**src/rtl/fetch_decode_queue_if.sv**
```systemverilog
// Fetch/decode boundary bundle: fetch-side handshake, decode-side head view, flush.
// The FD_QUEUE_STATS_EN macro adds the occupancy/stall statistics signals.
interface fetch_decode_queue_if #(
  parameter int unsigned DATA_WIDTH = 32,
  parameter int unsigned DEPTH      = 4
);
  localparam int unsigned CW = $clog2(DEPTH) + 1;

  logic                  FlushD;
  logic                  validF;
  logic                  readyF;
  logic [DATA_WIDTH-1:0] instrF;
  logic [DATA_WIDTH-1:0] pcF;
  logic [DATA_WIDTH-1:0] PCPlus4F;
  logic                  validD;
  logic                  readyD;
  logic [DATA_WIDTH-1:0] instrD;
  logic [DATA_WIDTH-1:0] pcD;
  logic [DATA_WIDTH-1:0] PCPlus4D;
  logic [CW-1:0]         count;
`ifdef FD_QUEUE_STATS_EN
  logic [CW-1:0]         peak_occ;
  logic [31:0]           full_stall_cnt;

  modport master (
    output FlushD, validF, instrF, pcF, PCPlus4F, readyD,
    input  readyF, validD, instrD, pcD, PCPlus4D, count, peak_occ, full_stall_cnt
  );
  modport slave (
    input  FlushD, validF, instrF, pcF, PCPlus4F, readyD,
    output readyF, validD, instrD, pcD, PCPlus4D, count, peak_occ, full_stall_cnt
  );
`else
  modport master (
    output FlushD, validF, instrF, pcF, PCPlus4F, readyD,
    input  readyF, validD, instrD, pcD, PCPlus4D, count
  );
  modport slave (
    input  FlushD, validF, instrF, pcF, PCPlus4F, readyD,
    output readyF, validD, instrD, pcD, PCPlus4D, count
  );
`endif
endinterface

```
**src/rtl/fetch_decode_queue.sv**
```systemverilog
// DEPTH-entry IF/ID FIFO carrying {instr, pc, PC+4}; empty head reads as a NOP.
// Optional FD_QUEUE_STATS_EN adds peak occupancy and full-stall counters.
module fetch_decode_queue #(
  parameter int unsigned           DATA_WIDTH = 32,
  parameter int unsigned           DEPTH      = 4,
  parameter logic [DATA_WIDTH-1:0] NOP_INSTR  = DATA_WIDTH'(32'h0000_0013)
) (
  input  logic               clk,
  input  logic               rst_n,
  fetch_decode_queue_if.slave q
);
  localparam int unsigned AW = $clog2(DEPTH);
  localparam int unsigned CW = AW + 1;

  typedef struct packed {
    logic [DATA_WIDTH-1:0] instr;
    logic [DATA_WIDTH-1:0] pc;
    logic [DATA_WIDTH-1:0] pc_plus4;
  } entry_t;

  entry_t        mem [DEPTH];
  entry_t        head;
  logic [AW-1:0] rd_ptr;
  logic [AW-1:0] wr_ptr;
  logic [CW-1:0] cnt;
  logic [CW-1:0] cnt_nxt;
  logic          full;
  logic          empty;
  logic          push;
  logic          pop;

  assign full  = (cnt == CW'(DEPTH));
  assign empty = (cnt == '0);
  // Flush wins over both sides; readyF comes from occupancy only.
  assign push  = q.validF && !full && !q.FlushD;
  assign pop   = !empty && q.readyD && !q.FlushD;

  always_comb begin
    cnt_nxt = cnt;
    if (q.FlushD)
      cnt_nxt = '0;
    else if (push && !pop)
      cnt_nxt = cnt + CW'(1);
    else if (!push && pop)
      cnt_nxt = cnt - CW'(1);
  end

  // Pointer and occupancy state.
  always_ff @(posedge clk or negedge rst_n) begin
    if (!rst_n) begin
      rd_ptr <= '0;
      wr_ptr <= '0;
      cnt    <= '0;
    end else begin
      cnt <= cnt_nxt;
      if (q.FlushD) begin
        rd_ptr <= '0;
        wr_ptr <= '0;
      end else begin
        if (push) wr_ptr <= wr_ptr + AW'(1);
        if (pop)  rd_ptr <= rd_ptr + AW'(1);
      end
    end
  end

  // Entry storage is deliberately not reset.
  always_ff @(posedge clk) begin
    if (push) mem[wr_ptr] <= entry_t'{q.instrF, q.pcF, q.PCPlus4F};
  end

  assign head       = mem[rd_ptr];
  assign q.readyF   = !full;
  assign q.validD   = !empty;
  assign q.count    = cnt;
  assign q.instrD   = empty ? NOP_INSTR : head.instr;
  assign q.pcD      = empty ? '0 : head.pc;
  assign q.PCPlus4D = empty ? '0 : head.pc_plus4;

`ifdef FD_QUEUE_STATS_EN
  logic [CW-1:0] peak_q;
  logic [31:0]   stall_q;

  // Statistics survive flush; only reset clears them.
  always_ff @(posedge clk or negedge rst_n) begin
    if (!rst_n) begin
      peak_q  <= '0;
      stall_q <= '0;
    end else begin
      if (cnt_nxt > peak_q) peak_q <= cnt_nxt;
      if (q.validF && full && (stall_q != 32'hFFFF_FFFF)) stall_q <= stall_q + 32'd1;
    end
  end

  assign q.peak_occ       = peak_q;
  assign q.full_stall_cnt = stall_q;
`endif
endmodule

```
**src/flat_wrapper.sv**
```systemverilog
// flat-port wrapper written by rule: the top's interface ports become plain ports
module fetch_decode_queue_flat 
#(
  parameter int unsigned           DATA_WIDTH = 32,
  parameter int unsigned           DEPTH      = 4,
  parameter logic [DATA_WIDTH-1:0] NOP_INSTR  = DATA_WIDTH'(32'h0000_0013)
)
  (clk, rst_n, q_FlushD, q_validF, q_instrF, q_pcF, q_PCPlus4F, q_readyD, q_readyF, q_validD, q_instrD, q_pcD, q_PCPlus4D, q_count);
  fetch_decode_queue_if #(.DATA_WIDTH(DATA_WIDTH), .DEPTH(DEPTH)) q_i ();
  input  logic clk;
  input  logic rst_n;
  input wire logic [$bits(q_i.FlushD)-1:0] q_FlushD;
  input wire logic [$bits(q_i.validF)-1:0] q_validF;
  input wire logic [$bits(q_i.instrF)-1:0] q_instrF;
  input wire logic [$bits(q_i.pcF)-1:0] q_pcF;
  input wire logic [$bits(q_i.PCPlus4F)-1:0] q_PCPlus4F;
  input wire logic [$bits(q_i.readyD)-1:0] q_readyD;
  output wire logic [$bits(q_i.readyF)-1:0] q_readyF;
  output wire logic [$bits(q_i.validD)-1:0] q_validD;
  output wire logic [$bits(q_i.instrD)-1:0] q_instrD;
  output wire logic [$bits(q_i.pcD)-1:0] q_pcD;
  output wire logic [$bits(q_i.PCPlus4D)-1:0] q_PCPlus4D;
  output wire logic [$bits(q_i.count)-1:0] q_count;
  assign q_i.FlushD = q_FlushD;
  assign q_i.validF = q_validF;
  assign q_i.instrF = q_instrF;
  assign q_i.pcF = q_pcF;
  assign q_i.PCPlus4F = q_PCPlus4F;
  assign q_i.readyD = q_readyD;
  assign q_readyF = q_i.readyF;
  assign q_validD = q_i.validD;
  assign q_instrD = q_i.instrD;
  assign q_pcD = q_i.pcD;
  assign q_PCPlus4D = q_i.PCPlus4D;
  assign q_count = q_i.count;
  fetch_decode_queue #(.DATA_WIDTH(DATA_WIDTH), .DEPTH(DEPTH), .NOP_INSTR(NOP_INSTR)) u_core (.clk(clk), .rst_n(rst_n), .q(q_i));
endmodule
```
**config.mk**
```make
export PLATFORM = sky130hd
export DESIGN_NAME = fetch_decode_queue_flat
export DESIGN_NICKNAME = d
export VERILOG_FILES = /design/src/rtl/fetch_decode_queue_if.sv /design/src/rtl/fetch_decode_queue.sv /design/src/flat_wrapper.sv
export SDC_FILE = /design/constraint.sdc
export NUM_CORES = 1
export LEC_CHECK = 0
export ABC_CLOCK_PERIOD_IN_PS = 3300
export CORE_MARGIN = 2
export CORE_UTILIZATION = 30
export CTS_CLUSTER_DIAMETER = 80
export DETAILED_ROUTE_END_ITERATION = 6
export HOLD_SLACK_MARGIN = 0.05
export PLACE_DENSITY = 0.55
export SLEW_MARGIN = 10
export SYNTH_ARGS = -nofsm -noshare
export SYNTH_HDL_FRONTEND = slang
export SYNTH_SLANG_ARGS = --single-unit
```
**constraint.sdc**
```tcl
create_clock -name clk -period 3.3 [get_ports clk]
set_input_delay 0.66 -clock clk [delete_from_list [all_inputs] [get_ports clk]]
set_output_delay 0.66 -clock clk [all_outputs]
set_load 0.03 [all_outputs]
```
==> flow_metrics.py <==
metrics = {
    "run_status": {
        "outcome": "completed",
    },
    "worst_setup_path": {
        "critPathCaptureType": "output port",
        "rr_startpoint": "u_core.q.count[0]$_DFFE_PN0P_",
        "critPathLaunch": "u_core.rd_ptr[0]$_DFFE_PN0P_",
        "start_kind": "flip-flop",
        "arrival_ps": 2500,
        "r2r-end": "u_core.q.count[1]$_DFFE_PN0P_",
        "cp.required_ps": 2640,
        "worst-setup-path-type": "reg -> out",
        "crit_chain": "buf_16 -> mux4_2 -> or2_1 -> dlygate4sd2_1",
        "slowest_stage": "mux4_2",
        "r2r_slack_ps": 620,
        "endpoint": "q_instrD[4]",
        "worst-r2r-cell-count": 9,
        "critPathMaxFanout": 39,
        "slowest_delay_ps": 540,
    },
    "global_routing": {
        "grt_pass1_wl_um": 48910,
        "grt_pass1_vias": 8043,
        "grt_max_degree": 63,
        "antenna_found_initial": 1,
        "grtUsageTotal": 0.1282,
        "gr-total-overflow": 0,
    },
    "power": {
        "p_sw_mw": 5.365,
        "p_leak_nw": 6.475,
        "switching_share": 0.3296,
        "combPwrFrac": 0.345,
        "seqPwrFrac": 0.362,
        "power.internal_mw": 10.91,
        "clkPwrFrac": 0.292,
        "irDropWorstVdd_mv": 0.5181,
        "powerDensity_nw_per_um2": 835.9,
        "finalPower_mw": 16.28,
    },
    "clock_tree": {
        "cts_buffers": 45,
        "clockBufferDepth": 3,
        "root_buffer": "clkbuf_16",
        "clk_latency_ps": 550,
        "cts.hold.buffers_added": 0,
        "cts_tree": "done",
        "cts_sinks": 391,
        "htree_levels": 2,
        "clkSlewWorstSetupHoldPaths_ps": 50,
    },
    "detailed_routing": {
        "wl_um": 32890,
        "wl_per_cell_um": 20.41,
        "route.detailed.drc": 0,
        "drt_iter0_drc": 340,
        "viasPerCell": 4.501,
        "ant_nets": 0,
        "drt_pass1_iterations": 4,
        "vias": 7256,
    },
    "logic_synthesis": {
        "yosysWarnings": 0,
        "yosysTopAreaCell": "edfxtp_1",
        "syn_inst": 669,
        "syn_avg_cell_area_um2": 22.42,
        "post_synth_num_cell_types": 31,
        "ys_top_cells_by_area": "edfxtp_1 (77%), mux4_2 (14%), and2_1 (4.1%)",
        "ys_seq_elements": 391,
        "syn_nets": 775,
        "yosysTopAreaCellShare": 0.7688,
        "ys_seq_area_frac": 0.7804,
        "syn_area_um2": 15000,
    },
    "final_layout": {
        "fill_cells": 4495,
        "layout-drive-gt1-share": 0.2078,
        "diodes": 0,
        "nets": 1020,
        "area_growth_pct": 29.80,
    },
    "sta": {
        "finalSetupTns_ps": 0,
        "min_period_ps": 3162,
        "finClkSkew_ps": 6.488,
        "hold_slack_ps": 394.9,
        "setup_viol": 0,
        "relSlewSlack": 0.6998,
        "rsz0062_at_grt": "no",
        "hold_violations": 0,
        "max_freq_mhz": 316.2,
        "finalMaxSlewViolations": 0,
        "period_share": 0.9582,
        "worst_pin_slew_ps": 450.2,
    },
    "die": {
        "coreArea_um2": 49150,
        "fp.dieH_um": 227.6,
        "std_cell_rows": 81,
        "io_pins": 202,
        "start_util": 0.3052,
        "die_width_um": 227.6,
        "die-area_um2": 51800,
    },
    "flow_run": {
        "maxCapViolations": 0,
    },
    "hold_path": {
        "worstHoldPathType": "in -> async",
    },
    "place": {
        "gp_congestion": 0.6845,
        "io_buffers": 201,
        "dp_hpwl_um": 18590,
    },
}
stage by stage:
| step | worst slack [ps] | area [um^2] | cells | util |
|---|---|---|---|---|
| final | 137.8 | 19470 | 1612 | 0.3961 |
| after global routing | 7.538 | 19470 | 1612 | 0.3961 |
| after CTS | 0.9206 | 19430 | 1610 | 0.3953 |
| after detailed placement | 376.7 | 18070 | 1525 | 0.3676 |
| after global placement | 378.1 | 18070 | 1525 | 0.3676 |
| after floorplan | 225.4 | 15000 | 669 | - |
synth_stat cells:
cell type	number
buf_2	14
edfxtp_1	384
ha_1	4
nand3_1	2
o21ai_0	1
nor2_1	6
a311oi_1	1
fa_1	1
a21boi_0	1
xor2_1	4
a32oi_1	1
or2_1	3
buf_4	1
and2_1	98
or3b_1	1
o22ai_1	2
dfrtp_1	7
o2bb2ai_1	1
nand2b_1	1
buf_6	3
a221oi_1	1
clkbuf_1	17
a21oi_1	2
buf_12	1
mux4_2	96
nor3_1	1
nor3_2	1
xnor2_1	2
inv_1	6
nand3b_1	1
nand2_1	5
worst min path at each step:
stage	to	slack (ps)	depth (start not counted)
global placement	u_core.wr_ptr[1]$_DFFE_PN0P_	570	2
CTS	u_core.q.count[2]$_DFFE_PN0P_	360	1
finish	u_core.q.count[2]$_DFFE_PN0P_	390	1
global route	u_core.q.count[2]$_DFFE_PN0P_	390	1
floorplan	u_core.q.count[0]$_DFFE_PN0P_	360	0
detailed placement	u_core.wr_ptr[1]$_DFFE_PN0P_	580	2
cells in the final DEF, fill, tap and decap left out, drive strengths merged, types with 3 or more instances in the layout:
cell type / count
and2: 98
nor2: 6
buf: 32
bufinv: 3
nand2: 5
clkbuf: 58
inv: 10
dlygate4sd2: 90
or2: 3
xor2: 4
ha: 4
dfrtp: 7
edfxtp: 384
clkdlybuf4s50: 105
clkinv: 15
mux4: 96
clkdlybuf4s15: 5
worst max-delay path: cells and delay by family, from the launching register on:
| kind | cells | cell delay, ps |
|---|---|---|
| buffers and inverters | 2 | 660 |
| flip-flops | 1 | 480 |
| multiplexers | 1 | 540 |
| AND/OR/NAND/NOR | 1 | 210 |
metal layers:
metal  track usage  wire length (um)  part of all wire  up-vias
li1              -                 -                 -     3218
met1        0.1605             14120              0.43     3810
met2        0.2123             15920              0.48      168
met3       0.03627              2054             0.062       58
met4       0.04702               789             0.024        2
met5             0                13           0.00040        -
area by class of cell:
| class | count | area [um^2] | area share |
|---|---|---|---|
| timing repair buffer | 234 | 2395 | 0.1230 |
| tap | 664 | 830.8 | 0.04267 |
| clock inverter | 24 | 202.7 | 0.01041 |
| multi-input combinational | 236 | 3092 | 0.1588 |
| inverter | 6 | 22.52 | 0.001157 |
| clock buffer | 57 | 1214 | 0.06234 |
| sequential | 391 | 11710 | 0.6016 |
power by group through the flow:
| stage | Sequential (mW) | Clock (mW) | Combinational, mW |
|---|---|---|---|
| final | 5.90 | 4.76 | 5.62 |
| after CTS | 5.90 | 4.95 | 5.74 |
| after global placement | 5.99 | 0 | 6.15 |
| after floorplan | 5.98 | 0 | 3.66 |
| after global routing | 5.92 | 5.13 | 6.06 |
| after detailed placement | 6.00 | 0 | 6.16 |
state kept, by name, summed over array words and instances, names as in the netlist:
| register | flops |
|---|---|
| u_core.mem | 384 |
| u_core.q.count | 3 |
| u_core.rd_ptr | 2 |
| u_core.wr_ptr | 2 |
cell families after synthesis:
kind of cell / Yosys count / share of synthesized area
AOI/OAI and AO/OA: 10 / 0.004672
buffers and inverters: 42 / 0.01451
muxes: 96 / 0.1441
xor gates and xnor gates: 6 / 0.003503
DFF: 391 / 0.7804
and+or+nand+nor: 119 / 0.04805
adders and majority gates: 5 / 0.004672
repair_timing:
item / CTS / global route
cloned: 0 / 1
setup endpoints to repair: 96 / 23
gates resized for setup: 105 / 2
setup buffers: 4 / 1
Power figures use the tool's default switching activity.
